==> config.mk <==
export PLATFORM = sky130hd
export DESIGN_NAME = mag_pipe_flat
export DESIGN_NICKNAME = d
export VERILOG_FILES = /design/src/rtl/mag_pipe_if.sv /design/src/rtl/mag_pipe.sv /design/src/flat_wrapper.sv
export SDC_FILE = /design/constraint.sdc
export NUM_CORES = 1
export LEC_CHECK = 0
export CORE_ASPECT_RATIO = 0.8
export CORE_MARGIN = 2
export CORE_UTILIZATION = 51
export DETAILED_ROUTE_END_ITERATION = 8
export PLACE_DENSITY_LB_ADDON = 0.15
export SLEW_MARGIN = 25
export SYNTH_ARGS = -nofsm -noshare
export SYNTH_HDL_FRONTEND = slang
export SYNTH_SLANG_ARGS = --single-unit
export TNS_END_PERCENT = 30
==> constraint.sdc <==
create_clock -name i_clk -period 2.6 [get_ports i_clk]
set_input_delay 0.52 -clock i_clk [delete_from_list [all_inputs] [get_ports i_clk]]
set_output_delay 0.52 -clock i_clk [all_outputs]
set_load 0.03 [all_outputs]
==> src/rtl/mag_pipe_if.sv <==
// -----------------------------------------------------------------------------
// mag_pipe_if
// Purpose : Groups the input and output valid/ready handshakes of mag_pipe.
//           Clock and reset are not part of this bundle.
// Parameter:
//   N          data width (two's complement)
// Signals :
//   in_valid   producer -> block   input word present
//   in_ready   block -> producer   word accepted this cycle
//   in_data    producer -> block   signed operand [N-1:0]
//   mode       producer -> block   00 pass, 01 |A|, 10 -A, 11 -|A|
//   out_valid  block -> consumer   result present
//   out_ready  consumer -> block   result taken this cycle
//   out_data   block -> consumer   result [N-1:0]
//   out_ovf    block -> consumer   result came from MIN under |A| or -A
// Modports: master = producer/consumer side (testbench), slave = mag_pipe.
// -----------------------------------------------------------------------------
interface mag_pipe_if #(
  parameter int N = 11
);
  logic         in_valid;
  logic         in_ready;
  logic [N-1:0] in_data;
  logic [1:0]   mode;
  logic         out_valid;
  logic         out_ready;
  logic [N-1:0] out_data;
  logic         out_ovf;

  modport master (
    output in_valid, in_data, mode, out_ready,
    input  in_ready, out_valid, out_data, out_ovf
  );

  modport slave (
    input  in_valid, in_data, mode, out_ready,
    output in_ready, out_valid, out_data, out_ovf
  );
endinterface

==> src/rtl/mag_pipe.sv <==
// -----------------------------------------------------------------------------
// mag_pipe
// Purpose : Two-stage valid/ready pipeline computing pass, magnitude, negate or
//           negative magnitude of a signed N-bit operand, flagging the overflow
//           case (operand = MIN under magnitude or negate) and counting
//           overflowing output transfers in a saturating counter.
// Parameters:
//   N    data width in two's-complement bits (N >= 2)
//   CW   overflow counter width
// Ports:
//   i_clk       clock, all state changes on the rising edge
//   i_rst_n     asynchronous active-low reset
//   bus         mag_pipe_if.slave, input and output handshakes + data
//   i_cnt_clr   synchronous clear of o_ovf_cnt (wins over an increment)
//   o_ovf_cnt   saturating count of output transfers with out_ovf = 1
// Build option:
//   MAG_PIPE_SAT_EN  defined   -> overflowing |A| / -A outputs MAX
//                    undefined -> overflowing |A| / -A outputs MIN (wrap)
// -----------------------------------------------------------------------------
module mag_pipe #(
  parameter int N  = 11,
  parameter int CW = 8
) (
  input  logic          i_clk,
  input  logic          i_rst_n,
  mag_pipe_if.slave     bus,
  input  logic          i_cnt_clr,
  output logic [CW-1:0] o_ovf_cnt
);

  localparam logic [N-1:0]  MIN_VAL = {1'b1, {(N-1){1'b0}}};
  localparam logic [N-1:0]  MAX_VAL = {1'b0, {(N-1){1'b1}}};
  localparam logic [N-1:0]  ONE_N   = {{(N-1){1'b0}}, 1'b1};
  localparam logic [CW-1:0] CNT_MAX = {CW{1'b1}};
  localparam logic [CW-1:0] CNT_ONE = {{(CW-1){1'b0}}, 1'b1};

  // Stage 1: captured operand, mode and MIN-detect flag.
  logic         r_s1_valid;
  logic [N-1:0] r_s1_data;
  logic [1:0]   r_s1_mode;
  logic         r_s1_min;

  // Stage 2: registered result, drives the output port directly.
  logic         r_s2_valid;
  logic [N-1:0] r_s2_data;
  logic         r_s2_ovf;

  logic [CW-1:0] r_ovf_cnt;

  logic         w_s2_ready;
  logic         w_in_ready;
  logic         w_in_xfer;
  logic         w_out_xfer;
  logic [N-1:0] w_neg;
  logic [N-1:0] w_result;
  logic         w_ovf;

  // Handshake. Stage 2 can take a word when empty or when its word leaves
  // this cycle; stage 1 likewise with respect to stage 2. None of this looks
  // at in_valid, so in_ready is free of any combinational path from it.
  assign w_out_xfer = r_s2_valid & bus.out_ready;
  assign w_s2_ready = ~r_s2_valid | bus.out_ready;
  assign w_in_ready = ~r_s1_valid | w_s2_ready;
  assign w_in_xfer  = bus.in_valid & w_in_ready;

  // Result computation from stage-1 contents.
  always_comb begin
    w_neg    = ~r_s1_data + ONE_N;
    w_ovf    = r_s1_min & ((r_s1_mode == 2'b01) | (r_s1_mode == 2'b10));
    w_result = r_s1_data;
    case (r_s1_mode)
      2'b00:   w_result = r_s1_data;
      2'b01:   w_result = r_s1_data[N-1] ? w_neg : r_s1_data;
      2'b10:   w_result = w_neg;
      default: w_result = r_s1_data[N-1] ? r_s1_data : w_neg;
    endcase
`ifdef MAG_PIPE_SAT_EN
    if (w_ovf) begin
      w_result = MAX_VAL;
    end
`else
    // Negating MIN already wraps to MIN; made explicit for symmetry.
    if (w_ovf) begin
      w_result = MIN_VAL;
    end
`endif
  end

  // Stage 1 register.
  always_ff @(posedge i_clk or negedge i_rst_n) begin
    if (!i_rst_n) begin
      r_s1_valid <= 1'b0;
      r_s1_data  <= '0;
      r_s1_mode  <= 2'b00;
      r_s1_min   <= 1'b0;
    end else begin
      if (w_in_ready) begin
        r_s1_valid <= bus.in_valid;
      end
      if (w_in_xfer) begin
        r_s1_data <= bus.in_data;
        r_s1_mode <= bus.mode;
        r_s1_min  <= (bus.in_data == MIN_VAL);
      end
    end
  end

  // Stage 2 register; holds steady while out_valid && !out_ready.
  always_ff @(posedge i_clk or negedge i_rst_n) begin
    if (!i_rst_n) begin
      r_s2_valid <= 1'b0;
      r_s2_data  <= '0;
      r_s2_ovf   <= 1'b0;
    end else if (w_s2_ready) begin
      r_s2_valid <= r_s1_valid;
      if (r_s1_valid) begin
        r_s2_data <= w_result;
        r_s2_ovf  <= w_ovf;
      end
    end
  end

  // Saturating overflow counter; clear has priority.
  always_ff @(posedge i_clk or negedge i_rst_n) begin
    if (!i_rst_n) begin
      r_ovf_cnt <= '0;
    end else if (i_cnt_clr) begin
      r_ovf_cnt <= '0;
    end else if (w_out_xfer && r_s2_ovf && (r_ovf_cnt != CNT_MAX)) begin
      r_ovf_cnt <= r_ovf_cnt + CNT_ONE;
    end
  end

  assign bus.in_ready  = w_in_ready;
  assign bus.out_valid = r_s2_valid;
  assign bus.out_data  = r_s2_data;
  assign bus.out_ovf   = r_s2_ovf;
  assign o_ovf_cnt     = r_ovf_cnt;

endmodule

==> src/flat_wrapper.sv <==
// flat-port wrapper written by rule: the top's interface ports become plain ports
module mag_pipe_flat 
#(
  parameter int N  = 11,
  parameter int CW = 8
)
  (i_clk, i_rst_n, i_cnt_clr, o_ovf_cnt, bus_in_valid, bus_in_data, bus_mode, bus_out_ready, bus_in_ready, bus_out_valid, bus_out_data, bus_out_ovf);
  mag_pipe_if #(.N(N)) bus_i ();
  input  logic i_clk;
  input  logic i_rst_n;
  input  logic i_cnt_clr;
  output logic [CW-1:0] o_ovf_cnt;
  input wire logic [$bits(bus_i.in_valid)-1:0] bus_in_valid;
  input wire logic [$bits(bus_i.in_data)-1:0] bus_in_data;
  input wire logic [$bits(bus_i.mode)-1:0] bus_mode;
  input wire logic [$bits(bus_i.out_ready)-1:0] bus_out_ready;
  output wire logic [$bits(bus_i.in_ready)-1:0] bus_in_ready;
  output wire logic [$bits(bus_i.out_valid)-1:0] bus_out_valid;
  output wire logic [$bits(bus_i.out_data)-1:0] bus_out_data;
  output wire logic [$bits(bus_i.out_ovf)-1:0] bus_out_ovf;
  assign bus_i.in_valid = bus_in_valid;
  assign bus_i.in_data = bus_in_data;
  assign bus_i.mode = bus_mode;
  assign bus_i.out_ready = bus_out_ready;
  assign bus_in_ready = bus_i.in_ready;
  assign bus_out_valid = bus_i.out_valid;
  assign bus_out_data = bus_i.out_data;
  assign bus_out_ovf = bus_i.out_ovf;
  mag_pipe #(.N(N), .CW(CW)) u_core (.i_clk(i_clk), .i_rst_n(i_rst_n), .bus(bus_i), .i_cnt_clr(i_cnt_clr), .o_ovf_cnt(o_ovf_cnt));
endmodule
# Word-level counts from Yosys, hierarchy flattened
# Index checks and enable logic that the tools add are counted.
[totals] output_inout_bits=22 in_bits=18 regBits=36
[classes] n_reduce_logical=5 bitwise_logic=9 eq_ne=4 n_mux=6 add_sub_neg=2
[op_table] operator="2-to-1 mux 11 bit" count=3
[op_table] operator="case mux 11 bit (3 select lines)" count=1
[op_table] operator="2-to-1 mux 8 bit" count=2
[op_table] operator="adder 11 x 1 -> 11 bit, second input constant" count=1
[op_table] operator="== test 11 bit, second input constant" count=1
[op_table] operator="NOT 11 bit" count=1
[op_table] operator="adder 8 x 1 -> 8 bit, second input constant" count=1
[op_table] operator="!= test 8 bit, second input constant" count=1
[op_table] operator="AND 1 bit" count=3
[op_table] operator="OR 1 bit" count=3
[op_table] operator="== test 2 x 1 -> 1 bit, second input constant" count=1
[op_table] operator="== test 2 bit, second input constant" count=1
[op_table] operator="logical AND 1 bit" count=2
[op_table] operator="zero test 2 bit" count=1
[op_table] operator="NOT 1 bit" count=2
[op_table] operator="AND reduction 2 bit" count=1
[op_table] operator="nonzero test 2 bit" count=1

# Logic depth before layout (Yosys ltp)
[depth] depth_word=5 depth_mapped=9 mapped_depth_nobuf=9

# Worst setup path after synthesis
# Ideal clock, no wire load.
[synth_timing] path_type="register to register" start="register u_core.r_s1_data[6]" end="register u_core.r_s2_data[10] (netlist: u_core.bus.out_data[10])" stages_incl_launch_ff=9 slack_ps=343 arrival_time_ps=2114 path_buffers=0 required_ps=2457 cell_sequence="dfrtp_1 or4_4 nor3_1 nor3b_1 ha_1 a222oi_1 nand2_1 nand2_1 a21oi_1"
[synth_between] elab_chain_len=5 elab_cells_between_ends=6
[synth_lines] element="start: declaration" line="mag_pipe.sv:39" source="logic [N-1:0] r_s1_data;"
[synth_lines] element="start signal: assignment" line="mag_pipe.sv:101" source="r_s1_data <= bus.in_data;"
[synth_lines] element="NOT 11 bit *" line="mag_pipe.sv:68" source="w_neg = ~r_s1_data + ONE_N;"
[synth_lines] element="adder 11 x 1 -> 11 bit *" line="mag_pipe.sv:68"
[synth_lines] element="2-to-1 mux 11 bit (on tied branches)" line="mag_pipe.sv:75, mag_pipe.sv:73"
[synth_lines] element="case mux 11 bit (3 select lines) *" line="mag_pipe.sv:71" source="case (r_s1_mode)"
[synth_lines] element="2-to-1 mux 11 bit *" line="mag_pipe.sv:83" source="if (w_ovf) begin"
[synth_lines] element="end signal: assignment" line="mag_pipe.sv:117" source="r_s2_data <= w_result;"
[synth_lines] element="end: declaration" line="mag_pipe.sv:45" source="logic [N-1:0] r_s2_data;"
# Every way passes the cells marked *; elsewhere a longest branch is shown, timed or not.
# A chain may end at the register's enable or synchronous reset.

# Worst setup path in the final report
[layout_timing] start="input bus_out_ready" end="output bus_in_ready"
[layout_between] elab_chain_len=2
[layout_lines] element="start: declaration" line="flat_wrapper.sv:16" source="input wire logic [$bits(bus_i.out_ready)-1:0] bus_out_ready;"
[layout_lines] element="OR 1 bit" line="mag_pipe.sv:62" source="assign w_s2_ready = ~r_s2_valid | bus.out_ready;"
[layout_lines] element="OR 1 bit" line="mag_pipe.sv:63" source="assign w_in_ready = ~r_s1_valid | w_s2_ready;"
[layout_lines] element="end: declaration" line="flat_wrapper.sv:17" source="output wire logic [$bits(bus_i.in_ready)-1:0] bus_in_ready;"
# No other way between the ends.

==> out/metrics.yaml <==
grt:
  grt_pass1_vias: 1704
  use_met2_pct: 39.9
  use_met1_pct: 35.5
  top_usage_layer: "met2"
  grt_pass1_wl_mm: 8.29
  antenna_found_initial: 0
  met3_usage_pct: 4.55
  grt_max_degree: 37
  grt_use_total_pct: 24.8
  grt_overflow: 0
worst_hold_path:
  hold_class: "reg2reg"
clock_network:
  cts_buffers: 5
  clk_pin_slew_ns: 0.07
  clockBufferDepth: 2
  clk_latency_ns: 0.28
  h-tree-depth: 2
  cts_sinks: 36
  cts_tree: "yes"
  root_buffer: "clkbuf_8"
synthesis:
  syn-num-nets: 217
  synthFlopType: "dfrtp_1"
  ys_top_cells_by_area: "dfrtp_1 45%, mux2_2 7.3%, ha_1 5.0%"
  syn_inst: 191
  async_flop_share_pct: 100
  ys_seq_area_share_pct: 45.2
  synth_common_cells: "36 x dfrtp_1, 16 x nand2_1, 13 x mux2_2"
  synth_top_area_share_pct: 45.2
  yosysWarningCount: 0
  ys_ff_latch: 36
  yosys.area.top_type: "dfrtp_1"
  synth_edf_count: 0
  avgSynthCellArea_sq_um: 10.4
  synth_cell_type_count: 55
  yosysMostFrequentCell: "dfrtp_1"
  syn_area_sq_um: 1990
floorplanning:
  initial_core_util_pct: 52.7
  die_width_um: 73.9
  core_area_sq_um: 3780
  io_pins: 40
  die-area_sq_um: 4430
  die_h_um: 59.9
  rows: 20
timing:
  max_slew.worst_pin.slew_ns: 0.645
  hold_slack_ns: 0.487
  layout_min_cycle_time_ns: 2.46
  fmax_mhz: 407
  rsz0062_at_grt: "false"
  setup_viol: 0
  hold_violations: 0
  slew_headroom_pct: 56.7
  maxSlewViolCount: 0
  skew_ns: 0.00429
  tns_ns: 0
  timing.final.crit_share_pct: 94.6
final_layout:
  drive_gt1_share_pct: 12.7
  final_util_pct: 68.5
  fin_nets: 262
  design_area_sq_um: 2590
  antennaDiodeCount: 0
  area_growth_pct: 29.8
  instances_no_fill: 292
worst_setup_path:
  cp-start-kind: "input pin"
  crit-reg2reg-launch: "u_core.r_s1_data[5]$_DFFE_PN0P_"
  end_kind: "output port"
  critPathMostFrequentCell: "clkdlybuf4s50_1"
  crit_chain: "clkdlybuf4s50_1 > nand3b_1 > clkdlybuf4s50_1"
  cp_num_buf_inv: 2
  r2r-end: "u_core.bus.out_data[10]$_DFFE_PN0P_"
  worst_path_largest_cell_delay_ns: 0.69
  crit_arrival_ns: 1.94
  crit_cells: 3
  cp-endpoint: "bus_in_ready"
  reg2reg_depth: 8
  critPathKind: "in2out"
  critPathSlowestCell: "clkdlybuf4s50_1"
  rrSetupSlack_ns: 0.20
  critPathTopFamily: "buffers and inverters"
  crit_required_ns: 2.08
  crit_path_start: "bus_out_ready"
  crit_fanout: 5
power:
  leakagePower_nw: 1.07
  peakVddDrop_mv: 0.439
  p_per_area_nw_per_um2: 737
route:
  wire_per_inst_um: 16.9
  drt-pass1-iter-count: 4
  drtIter0Drc: 130
  via_per_inst: 5.85
  drt-total-wl_mm: 4.94
  vias: 1708
  ant_nets: 0
  drcViolationCount: 0
placed_design:
  port_buffers: 39
  dpl_cell_area_sq_um: 2460
  placed_cells: 284
  place_congestion: 0.843
  dp_hpwl_mm: 3.67
job:
  maxCapViolCount: 0
outcome:
  outcome: "finished, final reports clean"
[kinds of logic (layout without fill, tap and decap cells)]
logic type,count (synthesis),in the layout,share of synthesized area [%]
DFF,36,36,45.2
adders and majority gates,8,8,5.02
buffers and inverters,13,59,2.64
AOI/OAI and AO/OA,50,50,18.8
xor gates and xnor gates,5,5,2.20
and+or+nand+nor,65,65,18.3
muxes,14,14,7.85
[registers in the layout (all words and copies together) (netlist names)]
| name | flops |
|---|---|
| u_core.bus.out_data | 11 |
| u_core.bus.out_ovf | 1 |
| u_core.r_s1_mode | 2 |
| u_core.bus.out_valid | 1 |
| u_core.r_s1_min | 1 |
| u_core.o_ovf_cnt | 8 |
| u_core.r_s1_valid | 1 |
| u_core.r_s1_data | 11 |
[worst min-delay path: stages, from the launching register on]
cell and delay, ns:
dfrtp_1 0.35, nand2_1 0.05, o21ai_0 0.06
[per-layer routing]
layer / routed length (um) / part of all wire (%) / vias up
met5: 0 / 0 / -
met4: 17 / 0.34 / 0
met3: 143 / 2.9 / 2
met2: 2340 / 47 / 44
met1: 2440 / 49 / 849
li1: - / - / 813
[through the flow]
stage | setup WS (ns) | total power, mW
after floorplan | 0.343 | 1.12
after global placement | 0.167 | 1.37
after detailed placement | 0.136 | 1.38
after CTS | 0.0978 | 1.91
after global routing | 0.00602 | 2.01
final | 0.142 | 1.91
[worst min path at each step]
stage	from	end	slack [ns]	cells after the start
2_1_floorplan	i_rst_n	u_core.bus.out_data[0]$_DFFE_PN0P_	0.22	0
3_5_place_dp	u_core.bus.out_data[1]$_DFFE_PN0P_	u_core.bus.out_data[1]$_DFFE_PN0P_	0.48	2
4_1_cts	u_core.bus.out_data[2]$_DFFE_PN0P_	u_core.bus.out_data[2]$_DFFE_PN0P_	0.49	2
6_report	u_core.bus.out_data[1]$_DFFE_PN0P_	u_core.bus.out_data[1]$_DFFE_PN0P_	0.49	2
5_1_grt	u_core.bus.out_data[8]$_DFFE_PN0P_	u_core.bus.out_data[8]$_DFFE_PN0P_	0.51	1
3_3_place_gp	u_core.r_s1_min$_DFFE_PN0P_	u_core.r_s1_min$_DFFE_PN0P_	0.46	2
[power breakdown]
group / total, mW / leakage [nW] / internal [mW] / switching, mW
logic: 0.629 / 0.560 / 0.283 / 0.347
registers: 0.743 / 0.447 / 0.652 / 0.0913
clock network: 0.535 / 0.0645 / 0.338 / 0.197
total: 1.91 / 1.07 / 1.27 / 0.635
[placed cells by master, fill, tap and decap left out, types with 3 or more instances in the layout]
cell type	count
o211ai_1	3
buf_4	3
inv_1	9
xnor2_1	4
nor2_1	8
nor4_1	3
or3_1	3
ha_1	8
nand2b_1	5
nor3_1	6
nand2_1	16
clkdlybuf4s50_1	39
o21ai_0	6
clkbuf_8	7
a32o_1	4
nand3_1	5
dfrtp_1	36
a21oi_1	9
mux2_2	13
[what timing repair did]
action                     in CTS  in global routing
setup endpoints to repair       0                  1
setup buffers                   0                  0
hold buffers                    0                  0
resized for setup               0                  1
[cell type report]
cell class	count	area [sq um]
tap	55	68.8
fill	290	1190
clock buffer	7	96.3
sequential	36	901
timing repair buffer	42	413
clock inverter	1	30.0
multi-input combinational	142	1040
inverter	9	33.8
Power figures use the tool's default switching activity.
